`config.mk`:
```
export PLATFORM = sky130hd
export DESIGN_NAME = obi_rr_arbiter_flat
export DESIGN_NICKNAME = d
export VERILOG_FILES = /design/src/rtl/obi_pkg.sv /design/src/rtl/obi_rr_arbiter_if.sv /design/src/rtl/obi_id_fifo.sv /design/src/rtl/obi_rr_arbiter.sv /design/src/flat_wrapper.sv
export SDC_FILE = /design/constraint.sdc
export NUM_CORES = 1
export LEC_CHECK = 0
export ABC_AREA = 1
export CORE_AREA = 2 2 112 114
export DETAILED_ROUTE_END_ITERATION = 10
export DIE_AREA = 0 0 114 116
export DONT_BUFFER_PORTS = 1
export GPL_TIMING_DRIVEN = 0
export PLACE_DENSITY_LB_ADDON = 0.08
export SYNTH_ARGS = -nofsm -noshare
export SYNTH_HDL_FRONTEND = slang
export SYNTH_HIERARCHICAL = 1
export SYNTH_SLANG_ARGS = --single-unit
```
`constraint.sdc`:
```
create_clock -name clk_i -period 3.61 [get_ports clk_i]
set_input_delay 1.083 -clock clk_i [delete_from_list [all_inputs] [get_ports clk_i]]
set_output_delay 1.083 -clock clk_i [all_outputs]
set_load 0.01 [all_outputs]
```
`src/rtl/obi_pkg.sv`:
```
// Shared OBI types and helpers used by the arbiter, its ID FIFO and the bus interface.
package obi_pkg;

    localparam int unsigned OBI_ADDR_W = 32;
    localparam int unsigned OBI_DATA_W = 32;
    localparam int unsigned OBI_BE_W   = OBI_DATA_W / 8;

    // Address-phase payload of one OBI request.
    typedef struct packed {
        logic                  we;
        logic [OBI_BE_W-1:0]   be;
        logic [OBI_ADDR_W-1:0] addr;
        logic [OBI_DATA_W-1:0] wdata;
    } obi_req_t;

    // Response-phase payload.
    typedef struct packed {
        logic [OBI_DATA_W-1:0] rdata;
    } obi_rsp_t;

    // Address-phase lock state of the arbiter.
    typedef enum logic {
        LOCK_IDLE = 1'b0,
        LOCK_HELD = 1'b1
    } lock_state_e;

    // Width of an index into n entries; never narrower than one bit.
    function automatic int unsigned idx_w(input int unsigned n);
        return (n <= 2) ? 1 : $clog2(n);
    endfunction

endpackage

```
`src/rtl/obi_rr_arbiter_if.sv`:
```
// Bus bundle between the core-side masters, the arbiter and the shared slave port.
// Handshakes: the address phase completes in a cycle where req and gnt are both high;
// a master holding req without gnt must keep req and its payload stable. A response
// is delivered in any cycle with rvalid high; there is no back-pressure on responses.
interface obi_rr_arbiter_if #(
    parameter int unsigned NUM_MASTERS = 2,
    parameter int unsigned ADDR_W      = 32,
    parameter int unsigned DATA_W      = 32
);
    import obi_pkg::*;

    logic [NUM_MASTERS-1:0]          m_req_i;
    logic [NUM_MASTERS-1:0]          m_we_i;
    logic [NUM_MASTERS*DATA_W/8-1:0] m_be_i;
    logic [NUM_MASTERS*ADDR_W-1:0]   m_addr_i;
    logic [NUM_MASTERS*DATA_W-1:0]   m_wdata_i;
    logic [NUM_MASTERS-1:0]          m_gnt_o;
    logic [NUM_MASTERS-1:0]          m_rvalid_o;
    logic [DATA_W-1:0]               m_rdata_o;
    logic                            s_req_o;
    logic                            s_we_o;
    logic [DATA_W/8-1:0]             s_be_o;
    logic [ADDR_W-1:0]               s_addr_o;
    logic [DATA_W-1:0]               s_wdata_o;
    logic                            s_gnt_i;
    logic                            s_rvalid_i;
    logic [DATA_W-1:0]               s_rdata_i;
    lock_state_e                     dbg_lock_state;

    // Arbiter side: it serves the masters and drives the shared slave port.
    modport slave (
        input  m_req_i, m_we_i, m_be_i, m_addr_i, m_wdata_i,
        input  s_gnt_i, s_rvalid_i, s_rdata_i,
        output m_gnt_o, m_rvalid_o, m_rdata_o,
        output s_req_o, s_we_o, s_be_o, s_addr_o, s_wdata_o,
        output dbg_lock_state
    );

    // Environment side: the masters plus the memory/peripheral slave.
    modport master (
        output m_req_i, m_we_i, m_be_i, m_addr_i, m_wdata_i,
        output s_gnt_i, s_rvalid_i, s_rdata_i,
        input  m_gnt_o, m_rvalid_o, m_rdata_o,
        input  s_req_o, s_we_o, s_be_o, s_addr_o, s_wdata_o,
        input  dbg_lock_state
    );

endinterface

```
`src/rtl/obi_id_fifo.sv`:
```
// Circular FIFO of master indices for granted transactions still awaiting a response.
module obi_id_fifo
    import obi_pkg::*;
#(
    parameter int unsigned DEPTH = 2,
    parameter int unsigned W     = 1
) (
    input  logic                           clk_i,
    input  logic                           rst_ni,
    input  logic                           push_i,
    input  logic                           pop_i,
    input  logic [W-1:0]                   data_i,
    output logic [W-1:0]                   data_o,
    output logic                           full_o,
    output logic                           empty_o,
    output logic [$clog2(DEPTH+1)-1:0]     count_o
);
    localparam int unsigned PW = idx_w(DEPTH);
    localparam int unsigned CW = $clog2(DEPTH + 1);
    localparam logic [PW-1:0] LAST_PTR = PW'(DEPTH - 1);
    localparam logic [CW-1:0] FULL_CNT = CW'(DEPTH);

    logic [W-1:0]  mem_q [DEPTH];
    logic [PW-1:0] wr_ptr_q, wr_ptr_d, rd_ptr_q, rd_ptr_d;
    logic [CW-1:0] count_q, count_d;
    logic          do_push, do_pop;

    assign full_o  = (count_q == FULL_CNT);
    assign empty_o = (count_q == '0);
    assign count_o = count_q;
    assign data_o  = mem_q[rd_ptr_q];

    // Next pointers and occupancy; pointers wrap explicitly so any depth works.
    always_comb begin
        do_push  = push_i && !full_o;
        do_pop   = pop_i && !empty_o;
        wr_ptr_d = wr_ptr_q;
        rd_ptr_d = rd_ptr_q;
        count_d  = count_q;
        if (do_push) wr_ptr_d = (wr_ptr_q == LAST_PTR) ? '0 : wr_ptr_q + 1'b1;
        if (do_pop)  rd_ptr_d = (rd_ptr_q == LAST_PTR) ? '0 : rd_ptr_q + 1'b1;
        case ({do_push, do_pop})
            2'b10:   count_d = count_q + 1'b1;
            2'b01:   count_d = count_q - 1'b1;
            default: count_d = count_q;
        endcase
    end

    // Pointer, occupancy and storage registers.
    always_ff @(posedge clk_i or negedge rst_ni) begin
        if (!rst_ni) begin
            wr_ptr_q <= '0;
            rd_ptr_q <= '0;
            count_q  <= '0;
            for (int i = 0; i < DEPTH; i++) mem_q[i] <= '0;
        end else begin
            wr_ptr_q <= wr_ptr_d;
            rd_ptr_q <= rd_ptr_d;
            count_q  <= count_d;
            if (do_push) mem_q[wr_ptr_q] <= data_i;
        end
    end

endmodule

```
`src/rtl/obi_rr_arbiter.sv`:
```
// N-master to 1-slave OBI arbiter: round-robin address phase with lock-until-grant,
// in-order response routing through an ID FIFO of granted master indices.
module obi_rr_arbiter
    import obi_pkg::*;
#(
    parameter int unsigned NUM_MASTERS     = 2,
    parameter int unsigned ADDR_W          = 32,
    parameter int unsigned DATA_W          = 32,
    parameter int unsigned MAX_OUTSTANDING = 2
) (
    input  logic                                   clk_i,
    input  logic                                   rst_ni,
    obi_rr_arbiter_if.slave                        bus,
    output logic [$clog2(MAX_OUTSTANDING+1)-1:0]   outstanding_o,
    output logic                                   proto_err_o
);
    localparam int unsigned IW   = idx_w(NUM_MASTERS);
    localparam int unsigned BE_W = DATA_W / 8;
    localparam logic [IW-1:0] LAST_IDX = IW'(NUM_MASTERS - 1);

    lock_state_e   lock_q, lock_d;
    logic [IW-1:0] lock_idx_q, lock_idx_d;
    logic [IW-1:0] ptr_q, ptr_d;
    logic          proto_err_q, proto_err_d;
    logic [IW-1:0] rr_idx, winner, head;
    logic          any_req, s_req, handshake, pop, fifo_full, fifo_empty;

    // Round-robin scan, walked downward so the requester nearest to ptr_q is written last.
    always_comb begin
        int unsigned   j;
        logic [IW-1:0] jj;
        j       = 0;
        jj      = '0;
        rr_idx  = ptr_q;
        any_req = 1'b0;
        for (int i = NUM_MASTERS - 1; i >= 0; i--) begin
            j = 32'(ptr_q) + 32'(i);
            if (j >= NUM_MASTERS) j = j - NUM_MASTERS;
            jj = j[IW-1:0];
            if (bus.m_req_i[jj]) begin
                rr_idx  = jj;
                any_req = 1'b1;
            end
        end
    end

    // A held lock overrides arbitration; a full FIFO or reset blocks the slave request.
    assign winner    = (lock_q == LOCK_HELD) ? lock_idx_q : rr_idx;
    assign s_req     = rst_ni && !fifo_full && ((lock_q == LOCK_HELD) || any_req);
    assign handshake = s_req && bus.s_gnt_i;
    assign pop       = bus.s_rvalid_i && !fifo_empty;

    assign bus.s_req_o        = s_req;
    assign bus.m_rdata_o      = bus.s_rdata_i;
    assign bus.dbg_lock_state = lock_q;
    assign proto_err_o        = proto_err_q;

    // Payload mux to the slave, one-hot grant to the winner, one-hot response to the FIFO head.
    always_comb begin
        bus.s_we_o     = 1'b0;
        bus.s_be_o     = '0;
        bus.s_addr_o   = '0;
        bus.s_wdata_o  = '0;
        bus.m_gnt_o    = '0;
        bus.m_rvalid_o = '0;
        for (int k = 0; k < NUM_MASTERS; k++) begin
            if (winner == k[IW-1:0]) begin
                bus.s_we_o     = bus.m_we_i[k];
                bus.s_be_o     = bus.m_be_i[k*BE_W +: BE_W];
                bus.s_addr_o   = bus.m_addr_i[k*ADDR_W +: ADDR_W];
                bus.s_wdata_o  = bus.m_wdata_i[k*DATA_W +: DATA_W];
                bus.m_gnt_o[k] = handshake;
            end
            if (head == k[IW-1:0]) bus.m_rvalid_o[k] = pop;
        end
    end

    // Next pointer, lock and error state.
    always_comb begin
        ptr_d       = ptr_q;
        lock_d      = lock_q;
        lock_idx_d  = lock_idx_q;
        proto_err_d = proto_err_q || (bus.s_rvalid_i && fifo_empty);
        if (handshake) begin
            ptr_d  = (winner == LAST_IDX) ? '0 : winner + 1'b1;
            lock_d = LOCK_IDLE;
        end else if (s_req) begin
            lock_d     = LOCK_HELD;
            lock_idx_d = winner;
        end
    end

    // Lock state machine together with the round-robin pointer and sticky error.
    always_ff @(posedge clk_i or negedge rst_ni) begin
        if (!rst_ni) begin
            lock_q      <= LOCK_IDLE;
            lock_idx_q  <= '0;
            ptr_q       <= '0;
            proto_err_q <= 1'b0;
        end else begin
            lock_q      <= lock_d;
            lock_idx_q  <= lock_idx_d;
            ptr_q       <= ptr_d;
            proto_err_q <= proto_err_d;
        end
    end

    obi_id_fifo #(
        .DEPTH (MAX_OUTSTANDING),
        .W     (IW)
    ) u_id_fifo (
        .clk_i   (clk_i),
        .rst_ni  (rst_ni),
        .push_i  (handshake),
        .pop_i   (pop),
        .data_i  (winner),
        .data_o  (head),
        .full_o  (fifo_full),
        .empty_o (fifo_empty),
        .count_o (outstanding_o)
    );

endmodule

```
`src/flat_wrapper.sv`:
```
// flat-port wrapper written by rule: the top's interface ports become plain ports
module obi_rr_arbiter_flat import obi_pkg::*;
#(
    parameter int unsigned NUM_MASTERS     = 2,
    parameter int unsigned ADDR_W          = 32,
    parameter int unsigned DATA_W          = 32,
    parameter int unsigned MAX_OUTSTANDING = 2
)
  (clk_i, rst_ni, outstanding_o, proto_err_o, bus_m_req_i, bus_m_we_i, bus_m_be_i, bus_m_addr_i, bus_m_wdata_i, bus_s_gnt_i, bus_s_rvalid_i, bus_s_rdata_i, bus_m_gnt_o, bus_m_rvalid_o, bus_m_rdata_o, bus_s_req_o, bus_s_we_o, bus_s_be_o, bus_s_addr_o, bus_s_wdata_o, bus_dbg_lock_state);
  obi_rr_arbiter_if #(.NUM_MASTERS(NUM_MASTERS), .ADDR_W(ADDR_W), .DATA_W(DATA_W)) bus_i ();
  input  logic clk_i;
  input  logic rst_ni;
  output logic [$clog2(MAX_OUTSTANDING+1)-1:0] outstanding_o;
  output logic proto_err_o;
  input wire logic [$bits(bus_i.m_req_i)-1:0] bus_m_req_i;
  input wire logic [$bits(bus_i.m_we_i)-1:0] bus_m_we_i;
  input wire logic [$bits(bus_i.m_be_i)-1:0] bus_m_be_i;
  input wire logic [$bits(bus_i.m_addr_i)-1:0] bus_m_addr_i;
  input wire logic [$bits(bus_i.m_wdata_i)-1:0] bus_m_wdata_i;
  input wire logic [$bits(bus_i.s_gnt_i)-1:0] bus_s_gnt_i;
  input wire logic [$bits(bus_i.s_rvalid_i)-1:0] bus_s_rvalid_i;
  input wire logic [$bits(bus_i.s_rdata_i)-1:0] bus_s_rdata_i;
  output wire logic [$bits(bus_i.m_gnt_o)-1:0] bus_m_gnt_o;
  output wire logic [$bits(bus_i.m_rvalid_o)-1:0] bus_m_rvalid_o;
  output wire logic [$bits(bus_i.m_rdata_o)-1:0] bus_m_rdata_o;
  output wire logic [$bits(bus_i.s_req_o)-1:0] bus_s_req_o;
  output wire logic [$bits(bus_i.s_we_o)-1:0] bus_s_we_o;
  output wire logic [$bits(bus_i.s_be_o)-1:0] bus_s_be_o;
  output wire logic [$bits(bus_i.s_addr_o)-1:0] bus_s_addr_o;
  output wire logic [$bits(bus_i.s_wdata_o)-1:0] bus_s_wdata_o;
  output wire logic [$bits(bus_i.dbg_lock_state)-1:0] bus_dbg_lock_state;
  assign bus_i.m_req_i = bus_m_req_i;
  assign bus_i.m_we_i = bus_m_we_i;
  assign bus_i.m_be_i = bus_m_be_i;
  assign bus_i.m_addr_i = bus_m_addr_i;
  assign bus_i.m_wdata_i = bus_m_wdata_i;
  assign bus_i.s_gnt_i = bus_s_gnt_i;
  assign bus_i.s_rvalid_i = bus_s_rvalid_i;
  assign bus_i.s_rdata_i = bus_s_rdata_i;
  assign bus_m_gnt_o = bus_i.m_gnt_o;
  assign bus_m_rvalid_o = bus_i.m_rvalid_o;
  assign bus_m_rdata_o = bus_i.m_rdata_o;
  assign bus_s_req_o = bus_i.s_req_o;
  assign bus_s_we_o = bus_i.s_we_o;
  assign bus_s_be_o = bus_i.s_be_o;
  assign bus_s_addr_o = bus_i.s_addr_o;
  assign bus_s_wdata_o = bus_i.s_wdata_o;
  assign bus_dbg_lock_state = bus_i.dbg_lock_state;
  obi_rr_arbiter #(.NUM_MASTERS(NUM_MASTERS), .ADDR_W(ADDR_W), .DATA_W(DATA_W), .MAX_OUTSTANDING(MAX_OUTSTANDING)) u_core (.clk_i(clk_i), .rst_ni(rst_ni), .bus(bus_i), .outstanding_o(outstanding_o), .proto_err_o(proto_err_o));
endmodule
```
# After elaboration in Yosys (flattened, before gate mapping)
# Cells that the tools add are included.
# Widths: inputs -> output; s select.
totals:
  out_inout_bits: 110
  register_bits: 10
classes:
  n_reduce_logical: 16
  eq_ne: 3
  muxes: 31
  bitwise: 3
  order_cmp: 7
  n_addsub: 8
op_table:
  columns: ["cell", "count"]
  rows:
  - ["$mux 32", 2]
  - ["$mux 1", 25]
  - ["$logic_and 1x1->1", 8]
  - ["$ge 2x2->1 const B", 3]
  - ["$eq 2x2->1 const B", 2]
  - ["$lt 1x2->1 const B", 2]
  - ["$mux 4", 1]
  - ["$not 1->2", 2]
  - ["$pmux 2 s2", 1]
  - ["$reduce_bool 2->1", 2]
  - ["$add 1x1->1 const B", 3]
  - ["$add 1x1->2 const B", 1]
  - ["$add 2x1->2 const B", 1]
  - ["$bwmux 2", 1]
  - ["$eq 2x1->1 const B", 1]
  - ["$ge 1x2->1 const B", 1]
  - ["$logic_not 1->1", 2]
  - ["$logic_not 2->1", 1]
  - ["$logic_or 1x1->1", 2]
  - ["$lt 2x1->1 const B", 1]
  - ["$reduce_and 2->1", 1]
  - ["$sub 1x1->1 const B", 2]
  - ["$sub 2x1->2 const B", 1]
  - ["$demux 1 s1", 1]
  - ["$not 1->1", 1]

# Depth between registers and ports, before layout
# Gate-level depths: netlist (run 1).
depth:
  depth_word: 13
  ltp_mapped: 13

# Cells and area by module
# The synthesis (run 1) kept the hierarchy.
modules_own_cells:
  columns: ["mod", "instances", "area_each_um2", "cells_per_inst", "seq_area_each_um2"]
  rows:
  - ["obi_rr_arbiter", 1, 1490.2, 295, 100.1]
  - ["obi_id_fifo", 1, 325.3, 43, 150.1]

# Worst setup path before layout (run 1)
# Ideal clock, no wire load.
synth_path:
  path_kind: "input port to output port"
  startpoint: "in bus_m_req_i[1]"
  endpoint: "out bus_m_gnt_o[0]"
  arrival_time_ns: 1.757
  stages: 6
  path_slack_ns: 0.770
  required_ns: 2.527
  cell_sequence: "nor2_1 > nor2_1 > nand2_2 > nand2_4 > buf_6 > nor2_1"
synth_lines:
  columns: ["item", "line_no", "text"]
  rows:
  - ["start, declared", "flat_wrapper.sv:15", "input wire logic [$bits(bus_i.m_req_i)-1:0] bus_m_req_i;"]
  - ["$mux 1 (not written as such) (2 in a row)", "obi_rr_arbiter.sv:40", "if (bus.m_req_i[jj]) begin"]
  - ["$mux 1", "obi_rr_arbiter.sv:40", null]
  - ["$mux 1 *", "obi_rr_arbiter.sv:40", null]
  - ["$mux 1 *", "obi_rr_arbiter.sv:48", "assign winner = (lock_q == LOCK_HELD) ? lock_idx_q : rr_idx;"]
  - ["via u_core.winner", "obi_rr_arbiter.sv:25", "logic [IW-1:0] rr_idx, winner, head;"]
  - ["$mux 1 *", "obi_rr_arbiter.sv:67", "if (winner == k[IW-1:0]) begin"]
  - ["end, declared", "flat_wrapper.sv:23", "output wire logic [$bits(bus_i.m_gnt_o)-1:0] bus_m_gnt_o;"]
# The timed path passes the listed nets; every way through them passes the cells marked *. The select of a mux whose other input is x is not followed.

# Worst setup path in the final report (run 1)
layout_path:
  startpoint: "in bus_m_req_i[1]"
  endpoint: "out bus_s_addr_o[12]"
layout_via:
  elab_chain_cells: 6
layout_rtl:
  columns: ["item", "line_no", "text"]
  rows:
  - ["$mux 1 (not written as such) (2 in a row)", "obi_rr_arbiter.sv:40", null]
  - ["$mux 1", "obi_rr_arbiter.sv:40", null]
  - ["$mux 1 *", "obi_rr_arbiter.sv:40", null]
  - ["$mux 1 *", "obi_rr_arbiter.sv:48", null]
  - ["$mux 32 *", "obi_rr_arbiter.sv:67", null]
  - ["end, declared", "flat_wrapper.sv:29", "output wire logic [$bits(bus_i.s_addr_o)-1:0] bus_s_addr_o;"]
# Mark *: on every way between the ends. The rest lies on a longest branch, timed or not. The select of a mux whose other input is x is not followed.

==> results.sh, run 1 <==
export IMPL_routed_wirelength_mm=8.13
export IMPL_path_class="input pin to output port"
export IMPL_final_util_pct=17.4
export IMPL_ir_drop_v=0.000221
export IMPL_power_total_uw=1700
export IMPL_area_delta_synth_final_pct=14.3
export IMPL_cts_hold_buf=0
export IMPL_p_int_uw=678
export IMPL_die_h_um=116
export IMPL_finClkSkew_ps=0.980
export IMPL_grt_ovfl_total=0
export IMPL_grtUsageMet2_pct=19.9
export IMPL_ys_flop_type="dfrtp_1"
export IMPL_synth_edf_count=0
export IMPL_top_usage_layer="met2"
export IMPL_ys_async_sr_fraction_pct=100
export IMPL_tns_ps=0
export IMPL_final_nets=520
export IMPL_critPathMaxStageDelay_ps=360
export IMPL_max_slew_margin_pct=51.1
export IMPL_grtUsageTotal_pct=10.2
export IMPL_clock_sinks=10
export IMPL_crit_path_frequent_cell="nor2_1"
export IMPL_slew_violations=0
export IMPL_antenna_found_initial=0
export IMPL_core_area_um2=11900
export IMPL_combPwrFrac_pct=75.7
export IMPL_worst_hold_path_type="register to register"
export IMPL_cts_tree="yes"
export IMPL_power_density_nw_per_um2=817
export IMPL_fp_dieW_um=114
export IMPL_synth_sequential_area_ratio_pct=13.8
export IMPL_synth_nets=515
export IMPL_yosys_cell_types_count=21
export IMPL_crit_arrival_ps=2160
export IMPL_dp_cells=485
export IMPL_syn_avg_cell_area_um2=5.37
export IMPL_ios=286
export IMPL_initial_core_util_pct=15.2
export IMPL_min_path_cells=2
export IMPL_htree_num_levels=1
export IMPL_critical_path_required_ps=2530
export IMPL_rsz0062_at_grt="false"
export IMPL_yosysWarningCount=6
export IMPL_syn_inst=338
export IMPL_postCtsSetupBuffers=0
export IMPL_cts_root_buffer="clkbuf_16"
export IMPL_io_buffers=0
export IMPL_status="finished clean"
export IMPL_clock_path_buffers=2
export IMPL_grt_pass1_vias=1814
export IMPL_drc=0
export IMPL_seqPwrFrac_pct=12.9
export IMPL_globalRouteMet1Util_pct=12.3
export IMPL_design_die_area_um2=13200
export IMPL_power_leakage_uw=0.00120
export IMPL_cp_cell_sequence="nor2_1 -> nor2_1 -> nand2_2 -> buf_2 -> nand3_1 -> nand2_1"
export IMPL_max_cap_violations=0
export IMPL_switching_share_pct=60.0
export IMPL_cts_inserted_buffers=3
export IMPL_via_per_inst=4.33
export IMPL_antenna_left=0
export IMPL_finalCritPeriodShare_pct=89.9
export IMPL_worstMarginPinSlew_ps=734
export IMPL_dpl_hpwl_mm=6.89
export IMPL_insertion_delay_ps=230
export IMPL_grt_pass1_wl_mm=10.3
export IMPL_path_depth=6
export IMPL_num_vias=2112
export IMPL_hold_viol=0
export IMPL_cp_top_family="simple AND/OR/NAND/NOR gates"
export IMPL_grt_max_degree=12
export IMPL_finalCriticalPeriod_ps=3240
export IMPL_fmax_mhz=308
export IMPL_final_cells=488
export IMPL_drt_pass1_iterations=4
export IMPL_ys_seq_elements=10
export IMPL_synth_area_top_cells="nand2_1, nand3_1, dfrtp_1"
export IMPL_power_switching_uw=1020
export IMPL_start_kind="input pin"
export IMPL_met3_usage_pct=1.26
export IMPL_clock_power_share_pct=11.4
export IMPL_yosysTopAreaCellShare_pct=33.7
export IMPL_drive_above_1_share_pct=16.1
export IMPL_first_iter_violations=101
export IMPL_cts_resized=0
export IMPL_critPathSlowestCell="buf_2"
export IMPL_synth_top_area_cell="nand2_1"
export IMPL_synth_area_um2=1820
export IMPL_setup_viol=0
export IMPL_num_rows=40
export IMPL_synth_commonest_cells="nand2_1, nand3_1, buf_4, inv_1, dfrtp_1"
export IMPL_whs_ps=474
export IMPL_cp_max_fo=10
export IMPL_antenna_cells=0
export IMPL_rr_worst_depth=12
export IMPL_cp_end_kind="output port"
export IMPL_clkTransAtPathRegs_ps=40
export IMPL_critical_path_buf_inv_count=1
export IMPL_yosysMostFrequentCell="nand2_1"
export IMPL_wl_per_cell_um=16.7
export IMPL_gp_congestion=0.682
-- flip-flops by register name, indices dropped and copies added (netlist names) --
name	flops
u_core/proto_err_o	1
u_core/u_id_fifo/wr_ptr_q	1
u_core/bus.dbg_lock_state	1
u_core/ptr_q	1
u_core/u_id_fifo/mem_q	2
u_core/lock_idx_q	1
u_core/u_id_fifo/rd_ptr_q	1
u_core/u_id_fifo/count_o	2
-- metrics by stage --
stage | area, um2 | setup WS [ps]
after floorplan | 1820 | 770
after global placement | 2000 | 368
after detailed placement | 2000 | 340
after CTS | 2070 | 348
after global routing | 2070 | 278
final | 2070 | 365
-- worst paths after layout --
| path | from | endpoint | slack [ps] |
|---|---|---|---|
| setup / recovery | bus_m_req_i[1] | bus_s_addr_o[12] | 370 |
| hold / removal | u_core/u_id_fifo/mem_q[1] | u_core/u_id_fifo/mem_q[1] | 470 |
| setup reg to reg | u_core/u_id_fifo/count_o[0] | u_core/u_id_fifo/count_o[1] | 1510 |
| hold reg to reg | u_core/u_id_fifo/mem_q[1] | u_core/u_id_fifo/mem_q[1] | 470 |
| max in group asynchronous | rst_ni | u_core/lock_idx_q | 3000 |
| min in group asynchronous | rst_ni | u_core/u_id_fifo/count_o[1] | 540 |
-- cell type report --
class | count | area (um2)
Clock buffer | 3 | 75.1
Tap cell | 147 | 184
Buffer | 53 | 380
Sequential cell | 10 | 250
Fill cell | 1399 | 9840
Multi-Input combinational cell | 260 | 1130
Inverter | 15 | 56.3
-- placed cells by master (no fill, tap or decap), types with 3 or more instances in the layout --
cell         n
nand2_2      3
buf_6        7
buf_2        7
inv_1       14
nor2_1       6
clkbuf_16    3
clkbuf_1     7
buf_4       32
dfrtp_1     10
nand4_1      3
nand2_1    163
nand3_1     74
-- worst reg2reg max path: stages, from the launching register on --
cell,delay [ps]
dfrtp_1,460
inv_2,90
nand2_4,100
inv_1,50
nor2_1,200
nand3_1,230
inv_1,200
nand2_1,100
ha_1,310
inv_1,80
nand3_1,70
nand2_1,50
nand2_1,50
-- routing by layer --
| metal | share of wire (%) | up-vias |
|---|---|---|
| met1 | 38 | 921 |
| met3 | 7.8 | 2 |
| li1 | - | 1047 |
| met5 | 0 | - |
| met2 | 54 | 142 |
| met4 | 0.23 | 0 |
-- cells by family after synthesis --
kind of cell / count (synthesis) / synth area share (%)
compound gates: 4 / 1.24
xor+xnor: 1 / 0.483
fa+ha+maj: 1 / 0.689
buf+inv: 68 / 24.1
flops: 10 / 13.8
simple gates: 254 / 59.8
-- power by group through the flow --
stage	sequential, uW	combinational, uW	clock (uW)
after floorplan	208	1030	0
after global placement	221	1310	0
after detailed placement	221	1320	0
after CTS	220	1320	201
after global routing	227	1440	206
final	218	1280	194
Note: power is estimated with default switching activity, not from simulation.
==> run 2: changes to the inputs <==
==> constraint.sdc (replaced) <==
create_clock -name clk_i -period 4.1 [get_ports clk_i]
set_input_delay 1.23 -clock clk_i [delete_from_list [all_inputs] [get_ports clk_i]]
set_output_delay 1.23 -clock clk_i [all_outputs]
set_load 0.01 [all_outputs]
==> results of run 2 <==
Same layout as run 1 (identical final DEF). Status: finished clean.
Main changes from that run: setup slack after placement 340 ps -> 536 ps; setup slack after layout 365 ps -> 561 ps; register-to-register setup slack 1510 ps -> 2000 ps; total power 1700 uW -> 1490 uW; worst IR drop on VDD 0.000221 V -> 0.000194 V
==> run 3: changes to the inputs <==
--- a/config.mk
+++ b/config.mk
@@ -7,6 +7,7 @@
 export LEC_CHECK = 0
 export ABC_AREA = 1
 export CORE_AREA = 2 2 112 114
+export CTS_BUF_LIST = sky130_fd_sc_hd__clkbuf_8
 export DETAILED_ROUTE_END_ITERATION = 10
 export DIE_AREA = 0 0 114 116
 export DONT_BUFFER_PORTS = 1
==> constraint.sdc (replaced) <==
create_clock -name clk_i -period 3.5 [get_ports clk_i]
set_input_delay 1.05 -clock clk_i [delete_from_list [all_inputs] [get_ports clk_i]]
set_output_delay 1.05 -clock clk_i [all_outputs]
set_load 0.01 [all_outputs]
==> results.sh, run 3 (same netlist as run 1, synthesis figures left out) <==
export IMPL_drive_above_1_share_pct=16.1
export IMPL_worstMarginPinSlew_ps=729
export IMPL_rsz0062_at_grt="false"
export IMPL_rr_worst_depth=12
export IMPL_ios=286
export IMPL_gp_congestion=0.682
export IMPL_cts_root_buffer="clkbuf_8"
export IMPL_finalCritPeriodShare_pct=90.5
export IMPL_design_die_area_um2=13200
export IMPL_final_nets=520
export IMPL_initial_core_util_pct=15.2
export IMPL_finalCriticalPeriod_ps=3170
export IMPL_max_cap_violations=0
export IMPL_antenna_cells=0
export IMPL_core_area_um2=11900
export IMPL_fp_dieW_um=114
export IMPL_setup_viol=0
export IMPL_clock_path_buffers=2
export IMPL_via_per_inst=4.34
export IMPL_die_h_um=116
export IMPL_grt_pass1_vias=1811
export IMPL_tns_ps=0
export IMPL_slew_violations=0
export IMPL_num_vias=2118
export IMPL_multiInputGateArea_um2=1130
export IMPL_setup_ws_ps=331
export IMPL_clkTransAtPathRegs_ps=50
export IMPL_cp_max_fo=10
export IMPL_antenna_found_initial=0
export IMPL_wl_per_cell_um=16.7
export IMPL_seq_area_um2=250
export IMPL_antenna_left=0
export IMPL_start_kind="input pin"
export IMPL_worst_hold_path_type="register to register"
export IMPL_grt_ovfl_total=0
export IMPL_first_iter_violations=105
export IMPL_r2r_setup_slack_ps=1410
export IMPL_layout_common_cells="nand2_1, nand3_1, buf_4, inv_1, dfrtp_1"
export IMPL_clock_sinks=10
export IMPL_drc=0
export IMPL_insertion_delay_ps=230
export IMPL_crit_arrival_ps=2120
export IMPL_min_path_cells=2
export IMPL_whs_ps=476
export IMPL_num_rows=40
export IMPL_drt_pass1_iterations=4
export IMPL_cts_hold_buf=0
export IMPL_cp_end_kind="output port"
export IMPL_status="finished clean"
export IMPL_cts_inserted_buffers=3
export IMPL_grtUsageTotal_pct=10.2
export IMPL_max_slew_margin_pct=51.4
export IMPL_postCtsSetupBuffers=0
export IMPL_fmax_mhz=316
export IMPL_hold_viol=0
export IMPL_dpl_hpwl_mm=6.89
export IMPL_htree_num_levels=1
export IMPL_grt_max_degree=12
export IMPL_area_delta_synth_final_pct=12.4
export IMPL_io_buffers=0
export IMPL_finClkSkew_ps=0.526
export IMPL_cts_tree="yes"
export IMPL_routed_wirelength_mm=8.14
export IMPL_place_ws_ps=296
export IMPL_n_fill_cell=1394
export IMPL_path_class="input pin to output port"
export IMPL_layout_commonest_cell="nand2_1"
export IMPL_ir_drop_v=0.000225
export IMPL_power_density_nw_per_um2=817
export IMPL_cts_resized=0
export IMPL_grt_pass1_wl_mm=10.3
export IMPL_critical_path_required_ps=2450
export IMPL_power_leakage_uw=0.00118
[run 3: final cells by class]
type                            count  area share (%)
Sequential cell                    10            12.3
Inverter                           15            2.76
Clock buffer                        3            2.02
Buffer                             53            18.6
Tap cell                          147            9.01
Multi-Input combinational cell    260            55.3
[run 3: routing by layer]
metal	vias to the layer above	global-route usage (%)	wire length [um]
met5	-	0	0
met4	0	0.976	19
met3	2	1.26	666
met2	146	19.9	4370
met1	924	12.3	3080
li1	1046	-	-
[run 3: final timing paths]
| path | end | from |
|---|---|---|
| max in group asynchronous | u_core/lock_idx_q | rst_ni |
| min | u_core/u_id_fifo/mem_q[1] | u_core/u_id_fifo/mem_q[1] |
| min reg2reg | u_core/u_id_fifo/mem_q[1] | u_core/u_id_fifo/mem_q[1] |
| max | bus_s_addr_o[12] | bus_m_req_i[1] |
| min in group asynchronous | u_core/u_id_fifo/count_o[0] | rst_ni |
| max reg2reg | u_core/u_id_fifo/count_o[1] | u_core/u_id_fifo/count_o[0] |
[run 3: where the power goes]
group          total, uW  leakage, uW  switching, uW  internal, uW
Combinational       1320      0.00104            939           383
Sequential           224     0.000120           57.4           167
Clock                121    0.0000216           45.2          75.4
Total               1670      0.00118           1040           626
[run 3: critical path, cell delays in order]
cell and delay, ps:
nor2_1 80, nor2_1 50, nand2_2 220, buf_2 350, nand3_1 180, nand2_1 180
[run 3: stage by stage]
stage / area (um2) / instances / util [%] / power (uW)
floorplan: 1820 / 338 / - / 1270
global placement: 2000 / 485 / 16.8 / 1580
detailed placement: 2000 / 485 / 16.8 / 1590
CTS: 2040 / 488 / 17.1 / 1720
global route: 2040 / 488 / 17.1 / 1850
finish: 2040 / 488 / 17.1 / 1670
